[src/rtl/reg_access_sequencer_pkg.sv]
// Shared types for the register-access sequencer: request opcodes, FSM states
// and the pointer-skip decision used for both shadow pointers.
package reg_seq_pkg;

    typedef enum logic [1:0] {
        OP_WRITE = 2'b00,
        OP_MOVE  = 2'b01,
        OP_READ  = 2'b10,
        OP_RSVD  = 2'b11
    } op_t;

    typedef enum logic [2:0] {
        ST_IDLE    = 3'd0,
        ST_SET_PTR = 3'd1,
        ST_ACCESS  = 3'd2,
        ST_SAMPLE  = 3'd3,
        ST_RESP    = 3'd4,
        ST_ERR     = 3'd5
    } state_t;

    // A pointer step is required unless skipping is enabled and the shadow is known to match.
    function automatic logic ptr_needed(input logic skip, input logic ok,
                                        input logic [2:0] shadow, input logic [2:0] target);
        return !skip || !ok || (shadow != target);
    endfunction

endpackage

[src/rtl/reg_access_sequencer_if.sv]
// Request/response handshake plus register-file control bus of the sequencer.
// Handshake: a request transfers on a rising clock edge where req_valid and req_ready are both 1;
// rsp_valid and err are single-cycle pulses with no back-pressure.
interface reg_access_sequencer_if;
    logic       req_valid;
    logic       req_ready;
    logic [1:0] req_op;
    logic [2:0] req_reg;
    logic [2:0] req_rt;
    logic [7:0] req_data;

    logic       REGWRITE;
    logic       SETSRC;
    logic       SETDEST;
    logic       MOV;
    logic [2:0] rt_index;
    logic [7:0] write_value;
    logic [7:0] rs;
    logic [7:0] rt;

    logic       rsp_valid;
    logic [7:0] rsp_rs;
    logic [7:0] rsp_rt;
    logic       err;

    modport slave (
        input  req_valid, req_op, req_reg, req_rt, req_data, rs, rt,
        output req_ready, REGWRITE, SETSRC, SETDEST, MOV, rt_index, write_value,
               rsp_valid, rsp_rs, rsp_rt, err
    );

    modport master (
        output req_valid, req_op, req_reg, req_rt, req_data, rs, rt,
        input  req_ready, REGWRITE, SETSRC, SETDEST, MOV, rt_index, write_value,
               rsp_valid, rsp_rs, rsp_rt, err
    );
endinterface

[src/rtl/reg_access_sequencer.sv]
// Sequences WRITE/MOVE/READ requests into register-file strobes, tracking the
// file's source/destination pointers in shadow registers to skip redundant pointer steps.
module reg_access_sequencer
    import reg_seq_pkg::*;
#(
    parameter bit SKIP_REDUNDANT = 1'b1
) (
    input  logic                  CLK,
    input  logic                  RST_N,
    reg_access_sequencer_if.slave bus,
    output state_t                fsm_state
);

    state_t     state;
    state_t     next_state;
    op_t        lat_op;
    logic [2:0] lat_reg;
    logic [2:0] lat_rt;
    logic [7:0] lat_data;

    logic       dest_ok;
    logic [2:0] dest_shadow;
    logic       src_ok;
    logic [2:0] src_shadow;
    logic [7:0] rsp_rs_q;
    logic [7:0] rsp_rt_q;

    logic       accept;
    logic       regwrite;
    logic       setsrc;
    logic       setdest;
    logic       mov;
    logic [2:0] index;
    logic [7:0] wvalue;
    logic       rsp_pulse;
    logic       err_pulse;

    assign accept = (state == ST_IDLE) && bus.req_valid;

    always_ff @(posedge CLK) begin
        if (!RST_N) begin
            state       <= ST_IDLE;
            lat_op      <= OP_WRITE;
            lat_reg     <= 3'd0;
            lat_rt      <= 3'd0;
            lat_data    <= 8'd0;
            dest_ok     <= 1'b0;
            dest_shadow <= 3'd0;
            src_ok      <= 1'b0;
            src_shadow  <= 3'd0;
            rsp_rs_q    <= 8'd0;
            rsp_rt_q    <= 8'd0;
        end else begin
            state <= next_state;
            if (accept) begin
                lat_op   <= op_t'(bus.req_op);
                lat_reg  <= bus.req_reg;
                lat_rt   <= bus.req_rt;
                lat_data <= bus.req_data;
            end
            // Shadows follow the strobes actually issued, so they mirror the register file.
            if (setdest) begin
                dest_shadow <= index;
                dest_ok     <= 1'b1;
            end
            if (setsrc) begin
                src_shadow <= index;
                src_ok     <= 1'b1;
            end
            if (state == ST_SAMPLE) begin
                rsp_rs_q <= bus.rs;
                rsp_rt_q <= bus.rt;
            end
        end
    end

    always_comb begin
        next_state = state;
        regwrite   = 1'b0;
        setsrc     = 1'b0;
        setdest    = 1'b0;
        mov        = 1'b0;
        index      = 3'd0;
        wvalue     = 8'd0;
        rsp_pulse  = 1'b0;
        err_pulse  = 1'b0;
        unique case (state)
            ST_IDLE: begin
                if (bus.req_valid) begin
                    unique case (op_t'(bus.req_op))
                        OP_WRITE: next_state = ptr_needed(SKIP_REDUNDANT, dest_ok, dest_shadow, bus.req_reg)
                                               ? ST_SET_PTR : ST_ACCESS;
                        OP_MOVE:  next_state = ST_ACCESS;
                        OP_READ:  next_state = ptr_needed(SKIP_REDUNDANT, src_ok, src_shadow, bus.req_reg)
                                               ? ST_SET_PTR : ST_SAMPLE;
                        OP_RSVD:  next_state = ST_ERR;
                    endcase
                end
            end
            ST_SET_PTR: begin
                index = lat_reg;
                if (lat_op == OP_WRITE) begin
                    setdest    = 1'b1;
                    next_state = ST_ACCESS;
                end else begin
                    setsrc     = 1'b1;
                    next_state = ST_SAMPLE;
                end
            end
            ST_ACCESS: begin
                regwrite   = 1'b1;
                mov        = (lat_op == OP_MOVE);
                wvalue     = lat_data;
                next_state = ST_IDLE;
            end
            ST_SAMPLE: begin
                index      = lat_rt;
                next_state = ST_RESP;
            end
            ST_RESP: begin
                rsp_pulse  = 1'b1;
                next_state = ST_IDLE;
            end
            ST_ERR: begin
                err_pulse  = 1'b1;
                next_state = ST_IDLE;
            end
            default: next_state = ST_IDLE;
        endcase
    end

    assign bus.req_ready   = (state == ST_IDLE);
    assign bus.REGWRITE    = regwrite;
    assign bus.SETSRC      = setsrc;
    assign bus.SETDEST     = setdest;
    assign bus.MOV         = mov;
    assign bus.rt_index    = index;
    assign bus.write_value = wvalue;
    assign bus.rsp_valid   = rsp_pulse;
    assign bus.rsp_rs      = rsp_rs_q;
    assign bus.rsp_rt      = rsp_rt_q;
    assign bus.err         = err_pulse;
    assign fsm_state       = state;

endmodule

[src/flat_wrapper.sv]
// flat-port wrapper written by rule: the top's interface ports become plain ports
module reg_access_sequencer_flat import reg_seq_pkg::*;
#(
    parameter bit SKIP_REDUNDANT = 1'b1
)
  (CLK, RST_N, fsm_state, bus_req_valid, bus_req_op, bus_req_reg, bus_req_rt, bus_req_data, bus_rs, bus_rt, bus_req_ready, bus_REGWRITE, bus_SETSRC, bus_SETDEST, bus_MOV, bus_rt_index, bus_write_value, bus_rsp_valid, bus_rsp_rs, bus_rsp_rt, bus_err);
  reg_access_sequencer_if bus_i ();
  input  logic CLK;
  input  logic RST_N;
  output state_t fsm_state;
  input wire logic [$bits(bus_i.req_valid)-1:0] bus_req_valid;
  input wire logic [$bits(bus_i.req_op)-1:0] bus_req_op;
  input wire logic [$bits(bus_i.req_reg)-1:0] bus_req_reg;
  input wire logic [$bits(bus_i.req_rt)-1:0] bus_req_rt;
  input wire logic [$bits(bus_i.req_data)-1:0] bus_req_data;
  input wire logic [$bits(bus_i.rs)-1:0] bus_rs;
  input wire logic [$bits(bus_i.rt)-1:0] bus_rt;
  output wire logic [$bits(bus_i.req_ready)-1:0] bus_req_ready;
  output wire logic [$bits(bus_i.REGWRITE)-1:0] bus_REGWRITE;
  output wire logic [$bits(bus_i.SETSRC)-1:0] bus_SETSRC;
  output wire logic [$bits(bus_i.SETDEST)-1:0] bus_SETDEST;
  output wire logic [$bits(bus_i.MOV)-1:0] bus_MOV;
  output wire logic [$bits(bus_i.rt_index)-1:0] bus_rt_index;
  output wire logic [$bits(bus_i.write_value)-1:0] bus_write_value;
  output wire logic [$bits(bus_i.rsp_valid)-1:0] bus_rsp_valid;
  output wire logic [$bits(bus_i.rsp_rs)-1:0] bus_rsp_rs;
  output wire logic [$bits(bus_i.rsp_rt)-1:0] bus_rsp_rt;
  output wire logic [$bits(bus_i.err)-1:0] bus_err;
  assign bus_i.req_valid = bus_req_valid;
  assign bus_i.req_op = bus_req_op;
  assign bus_i.req_reg = bus_req_reg;
  assign bus_i.req_rt = bus_req_rt;
  assign bus_i.req_data = bus_req_data;
  assign bus_i.rs = bus_rs;
  assign bus_i.rt = bus_rt;
  assign bus_req_ready = bus_i.req_ready;
  assign bus_REGWRITE = bus_i.REGWRITE;
  assign bus_SETSRC = bus_i.SETSRC;
  assign bus_SETDEST = bus_i.SETDEST;
  assign bus_MOV = bus_i.MOV;
  assign bus_rt_index = bus_i.rt_index;
  assign bus_write_value = bus_i.write_value;
  assign bus_rsp_valid = bus_i.rsp_valid;
  assign bus_rsp_rs = bus_i.rsp_rs;
  assign bus_rsp_rt = bus_i.rsp_rt;
  assign bus_err = bus_i.err;
  reg_access_sequencer #(.SKIP_REDUNDANT(SKIP_REDUNDANT)) u_core (.CLK(CLK), .RST_N(RST_N), .bus(bus_i), .fsm_state(fsm_state));
endmodule
[config.mk]
export PLATFORM = sky130hd
export DESIGN_NAME = reg_access_sequencer_flat
export DESIGN_NICKNAME = d
export VERILOG_FILES = /design/src/rtl/reg_access_sequencer_pkg.sv /design/src/rtl/reg_access_sequencer_if.sv /design/src/rtl/reg_access_sequencer.sv /design/src/flat_wrapper.sv
export SDC_FILE = /design/constraint.sdc
export NUM_CORES = 1
export LEC_CHECK = 0
export CORE_UTILIZATION = 31
export CTS_CLUSTER_DIAMETER = 100
export DETAILED_ROUTE_END_ITERATION = 8
export GPL_TIMING_DRIVEN = 0
export PLACE_DENSITY = 0.68
export SLEW_MARGIN = 40
export SYNTH_ARGS = -nofsm -noshare
export SYNTH_HDL_FRONTEND = slang
export SYNTH_SLANG_ARGS = --single-unit
[constraint.sdc]
create_clock -name CLK -period 3.4 [get_ports CLK]
set_input_delay 0.85 -clock CLK [delete_from_list [all_inputs] [get_ports CLK]]
set_output_delay 0.85 -clock CLK [all_outputs]
set_load 0.02 [all_outputs]
---- After elaboration in Yosys (flattened, before gate mapping) ----
Index checks and enable logic that the tools add are counted.
storage, ports and cells
  logic and storage cells ................. 47
  bits in registers ....................... 43
operators by class
  eq/ne operators ......................... 12
  reduce and logical (&&, ||, !) cells .... 8
  muxes and demuxes ....................... 16
operators by type and width
  cell                count
  $pmux 3 s4          1
  $mux 1              9
  $pmux 3 s3          1
  $mux 8              1
  $eq 3x2->1 const B  2
  $eq 3x3->1 const B  2
  $ne 3x3->1          2
  $pmux 3 s2          1
  $eq 2x1->1 const B  2
  $eq 2x2->1 const B  2
  $logic_not 2->1     2
  $mux 2              2
  $eq 3x1->1 const B  1
  $logic_not 3->1     1
  $mux 3              1
  $logic_not 1->1     2
  $logic_or 1x1->1    2
  $ne 2x2->1 const B  1
  $logic_and 1x1->1   1

---- Longest topological paths before layout ----
  word-level depth ........................ 6
  depth in mapped cells ................... 6

---- Worst setup path after synthesis ----
OpenSTA, ideal clock, no wires.
  kind .................................... reg-to-output
  start point ............................. register u_core.state[1] (netlist: u_core.fsm_state[1])
  end point ............................... output port bus_MOV
  arrival ................................. 1.680 ns
  data required time ...................... 2.550 ns
  slack ................................... 0.870 ns
  path buffers ............................ 2
  cell stages (with the launch flop) ...... 5
  path through ............................ dfxtp_1 buf_6 buf_2 nor3b_2 and3b_1
on the way
  cells in the longest elaborated chain, start to end .. 2
ends and longest elaborated chain
  element                   line                        text
  start: declaration        reg_access_sequencer.sv:14  state_t state;
  start signal: assignment  reg_access_sequencer.sv:54  state <= next_state;
  $eq 3x2->1                reg_access_sequencer.sv:87  unique case (state)
  $mux 1                    reg_access_sequencer.sv:87
  end: declaration          flat_wrapper.sv:22          output wire logic [$bits(bus_i.MOV)-1:0] bus_MOV;
Every way passes these cells.

---- Final worst setup path ----
Same ends and word-level chain as after synthesis.

==> results.md <==
Setup path:
- The buffering stage count on the worst path with inverters included is 3.
- Counting cells, the worst reg-to-reg path comes to 6.
- The largest stage delay on the critical path is 610 ps.
- The critical path crosses 5 cells after its start point.
- The cell type group with the largest total delay on the critical path is buffers and inverters.
- Traced cell by cell, the critical path runs through buf_6, buf_2, nor3b_4, and3b_1, clkdlybuf4s50_1.
- The category of the most critical setup path is reg2out.
- The critical path startpoint is u_core.fsm_state[1].
- The slowest stage of the critical path is the clkdlybuf4s50_1 cell.
- The setup slack on the worst flop-to-flop path is 1790 ps.
- The endpoint identified for the worst register-to-register timing path is u_core.bus.rsp_rs[3].
- The required time reported for the critical path endpoint is 2550 ps.
- The arrival time of the worst setup path is 2310 ps.
- The maximum fanout encountered on the critical timing path is 10.
- The worst setup path is launched from a flop.
- The critical path ends at bus_MOV.
- The endpoint kind of the worst setup timing path is an output port.
- The worst register-to-register path begins at u_core.fsm_state[1].

Global route:
- The first global-routing pass estimated 7760 µm of wire.
- For this run, the total global-route usage over all layers was measured as 0.154.
- For this run the aggregate overflow at the end of global routing stands at 0.
- The number of antenna violations at the first check in global routing is 0.
- Entering global routing, the biggest net connects 15 pins.
- The number of global-route vias before repair is 1617.

Synthesis:
- The cell area that synthesis handed to floorplanning was 1970 µm².
- The portion of synthesized area spent on multiplexers is 0.0152.
- Dividing the synthesized area by the synthesized cell count gives 8.73 µm².
- Summed over all instances, the cell type with the most area after synthesis is dfxtp_1.
- In this run, synthesis produced a sequential element count of 43.
- Sorting the synthesized cells by area gives the leading types as dfxtp_1 (44%), nand2_1 (12%), a21boi_0 (11%).
- In the synthesized netlist the async set-or-reset flop fraction comes to 0.
- In this run, synthesis inferred 0 flip-flops with an integrated enable.
- The number of warnings reported in the yosys synthesis log is 0.
- The netlist uses 36 different library cells.
- The number of instances in the synthesized netlist is 226.
- Of the post-synthesis cell area, the dominant cell type holds 0.437.
- The number of nets handed over by synthesis was 261.
- The post-synthesis compound-gate area fraction is 0.209.
- The share of the Yosys chip area taken by registers is 0.437.
- The predominant post-synthesis flop cell is dfxtp_1.
- Of the total synthesized cell area, the portion taken by full adders, half adders and majority gates is 0.
- The area share of xor/xnor cells in the synthesized design is 0.0266.
- The simple logic cell fraction of the synthesized area is 0.265.
- The dominant combinational cell family by area after synthesis is simple AND/OR/NAND/NOR gates.

Layout:
- At the end of the flow, the number of nets in the layout was 339.
- The summed area of non-filler cells in the final layout is 2900 µm².
- Leaving out filler cells and counting taps, the final layout contains 380.
- In the final layout, the share of cells above drive strength 1 is 0.0689.
- The area added between synthesis and finish is 46.8%.
- The antenna cell count is 0.
- Counting the fill cells in the layout gives 618.

Power and ir drop:
- Of the total power, the share spent switching nets is 0.265.
- The largest voltage drop on the vdd net is 202 µV.
- The cell internal power dissipation is 0.000856 W.
- The sequential fraction of design power is 0.464.
- Of the total power, combinational logic draws 0.193.
- The switching power is 0.000308 W.
- In this run the power density over the cells is 402 nW/µm².
- Summed over all cells, the static leakage comes to 0.992 nW.
- Of the total power, the clock network draws 0.343.

Detailed routing:
- After detailed routing, the wire length on met1 is 2360 µm.
- Wire segments on met3 add up to 201 µm in the final route.
- The routed via count divided by cell count is 4.61.
- The first detailed-routing pass took 4 iterations.
- After detailed routing, the number of remaining DRC violations is 0.
- The first routing iteration left 63 violations.
- The routed layout has 1752 vias.
- The number of nets with antenna violations after detailed routing is 0.
- The wire length on met2 is 2300 µm.
- Signal routing reaches up to met4.
- The routed wire length is 4930 µm.
- Dividing the detail-routed wire length by the instance count gives 13.0 µm.

Floorplan:
- In this run the core area contains 28 standard-cell rows.
- For this design the top-level I/O count stands at 72.
- The initial standard-cell utilization of the core is 0.327.
- The area of the die is 6680 µm².
- Measured along the x axis, the die boundary spans 81.8 µm.
- In this run the vertical extent of the chip is 81.8 µm.
- The area of the core is 6030 µm².

Timing:
- The minimum period implied by the final worst setup slack is 3160 ps.
- The worst slew margin relative to its limit is 0.596.
- Of the available clock period, the critical path in the final layout requires 0.930.
- Setup violations remaining at the end of the flow were counted as 0.
- Setup repair after global routing left no endpoint under its margin.
- The number of endpoints with negative hold slack in the final report is 0.
- The count of pins over their slew limit is 0.
- At the pin with the least slew margin, the transition time is 604 ps.
- Adding up every negative setup slack in the final design gives 0 ps.
- In the post-route analysis, the smallest setup slack over all paths is 237 ps.
- The maximum clock skew at final layout is 6.42 ps.
- The fmax is 0.316 GHz.
- Across all hold checks on the routed design, the worst slack comes to 452 ps.

Worst hold path:
- The worst hold path belongs to the class reg2reg.
- The depth of the worst hold-timing path is 2.

Clock network:
- The TritonCTS buffer count is 5.
- The number of hold buffers added after cts is 0.
- No sink is reached through more buffers than the 2 on the longest clock path.
- Clock-pin slew was measured on the worst setup and hold paths at 90 ps.
- The clock latency on the worst-skew pair is 300 ps.
- For this design, the sink count on the clock tree is 43.
- TritonCTS built the clock tree.
- The clock tree synthesis step divided the H-tree into 2 levels.
- The buffer type at the clock tree root is clkbuf_8.

Placed design:
- Port buffering added 71 buffers.
- After detailed placement, the design holds a cell count of 372.
- Prior to clock tree synthesis, the placed netlist has a worst setup slack of 389 ps.
- The global placement routability congestion is 0.763.
- The estimated wirelength of the detail-placed design is 3530 µm.
- The area after detailed placement is 2780 µm².

Run:
- The count of max-cap constraint violations is 0.

Outcome:
- The run finished with clean final reports.
==> power by group through the flow <==
stage | clock (W) | sequential, W | combinational, W
2_1_floorplan | 0 | 0.000555 | 0.000119
3_3_place_gp | 0 | 0.000551 | 0.000223
3_5_place_dp | 0 | 0.000552 | 0.000224
4_1_cts | 0.000411 | 0.000540 | 0.000225
5_1_grt | 0.000433 | 0.000544 | 0.000246
6_report | 0.000399 | 0.000540 | 0.000225
==> layout by cell type, fill, tap and decap left out, drive strengths merged, types with 2 or more instances in the layout <==
cell type,count
buf,9
nand2,64
o21ai,6
nand2b,3
and2,8
clkbuf,12
a21boi,38
dfxtp,43
xnor2,6
clkdlybuf4s50,71
clkinv,2
nor3b,3
or4,6
and3b,3
mux2i,3
nor2,6
o21a,2
nor2b,2
a21oi,2
==> metal layers <==
metal	up-vias	GRT usage
met1	793	0.203
met2	35	0.245
met5	-	0
met4	0	0.0632
met3	8	0.0289
li1	916	-
==> cells in the mapped netlist (all sizes together) (2+ instances only) <==
master	count
and3b	3
a21oi	2
and2	8
buf	9
a21boi	38
nor2	6
dfxtp	43
or4	6
xnor2	6
nor2b	2
nor3b	3
clkbuf	7
nand2b	3
mux2i	3
nand2	64
o21ai	6
o21a	2
==> area by class of cell <==
type / count / area, µm² / area share
plain buffers: 16 / 90.1 / 0.0311
clock buffers: 5 / 68.8 / 0.0238
clock inverters: 3 / 43.8 / 0.0151
inverters: 1 / 3.75 / 0.00130
multi-input cells: 166 / 1020 / 0.353
flip-flops and latches: 43 / 861 / 0.297
well taps: 75 / 93.8 / 0.0324
repair buffers: 71 / 711 / 0.245
==> cells by family (layout without fill, tap and decap cells) <==
| kind of cell | Yosys count | after routing |
|---|---|---|
| XOR/XNOR | 6 | 6 |
| buffers and inverters | 17 | 96 |
| AND/OR/NAND/NOR | 103 | 103 |
| flip-flops | 43 | 43 |
| AO/OA/AOI/OAI | 54 | 54 |
| multiplexers | 3 | 3 |
==> worst min path at each step <==
stage | startpoint | to | slack (ps)
2_1_floorplan | u_core.lat_data[1] | u_core.lat_data[1] | 430
3_3_place_gp | u_core.lat_data[3] | u_core.lat_data[3] | 440
3_5_place_dp | u_core.lat_data[4] | u_core.lat_data[4] | 440
5_1_grt | u_core.lat_data[3] | u_core.lat_data[3] | 480
6_report | u_core.lat_data[6] | u_core.lat_data[6] | 450
4_1_cts | u_core.lat_data[6] | u_core.lat_data[6] | 450
==> through the flow <==
stage / power, W / util
floorplan: 0.000675 / -
global placement: 0.000774 / 0.461
detailed placement: 0.000776 / 0.461
CTS: 0.00118 / 0.479
global route: 0.00122 / 0.480
finish: 0.00116 / 0.480
==> repair_timing <==
action,CTS,global route
endpoints found under the hold margin,0,0
setup endpoints to repair,0,9
buffers inserted,0,0
gates resized for setup,0,1
==> worst register-to-register path: stages (launching register included) <==
cell and delay, ps:
dfxtp_1 380, buf_6 170, buf_2 220, nand3b_1 280, buf_2 290, nand2_1 80
a21boi_0 80
No activity file was read; power rests on OpenSTA's default activity.
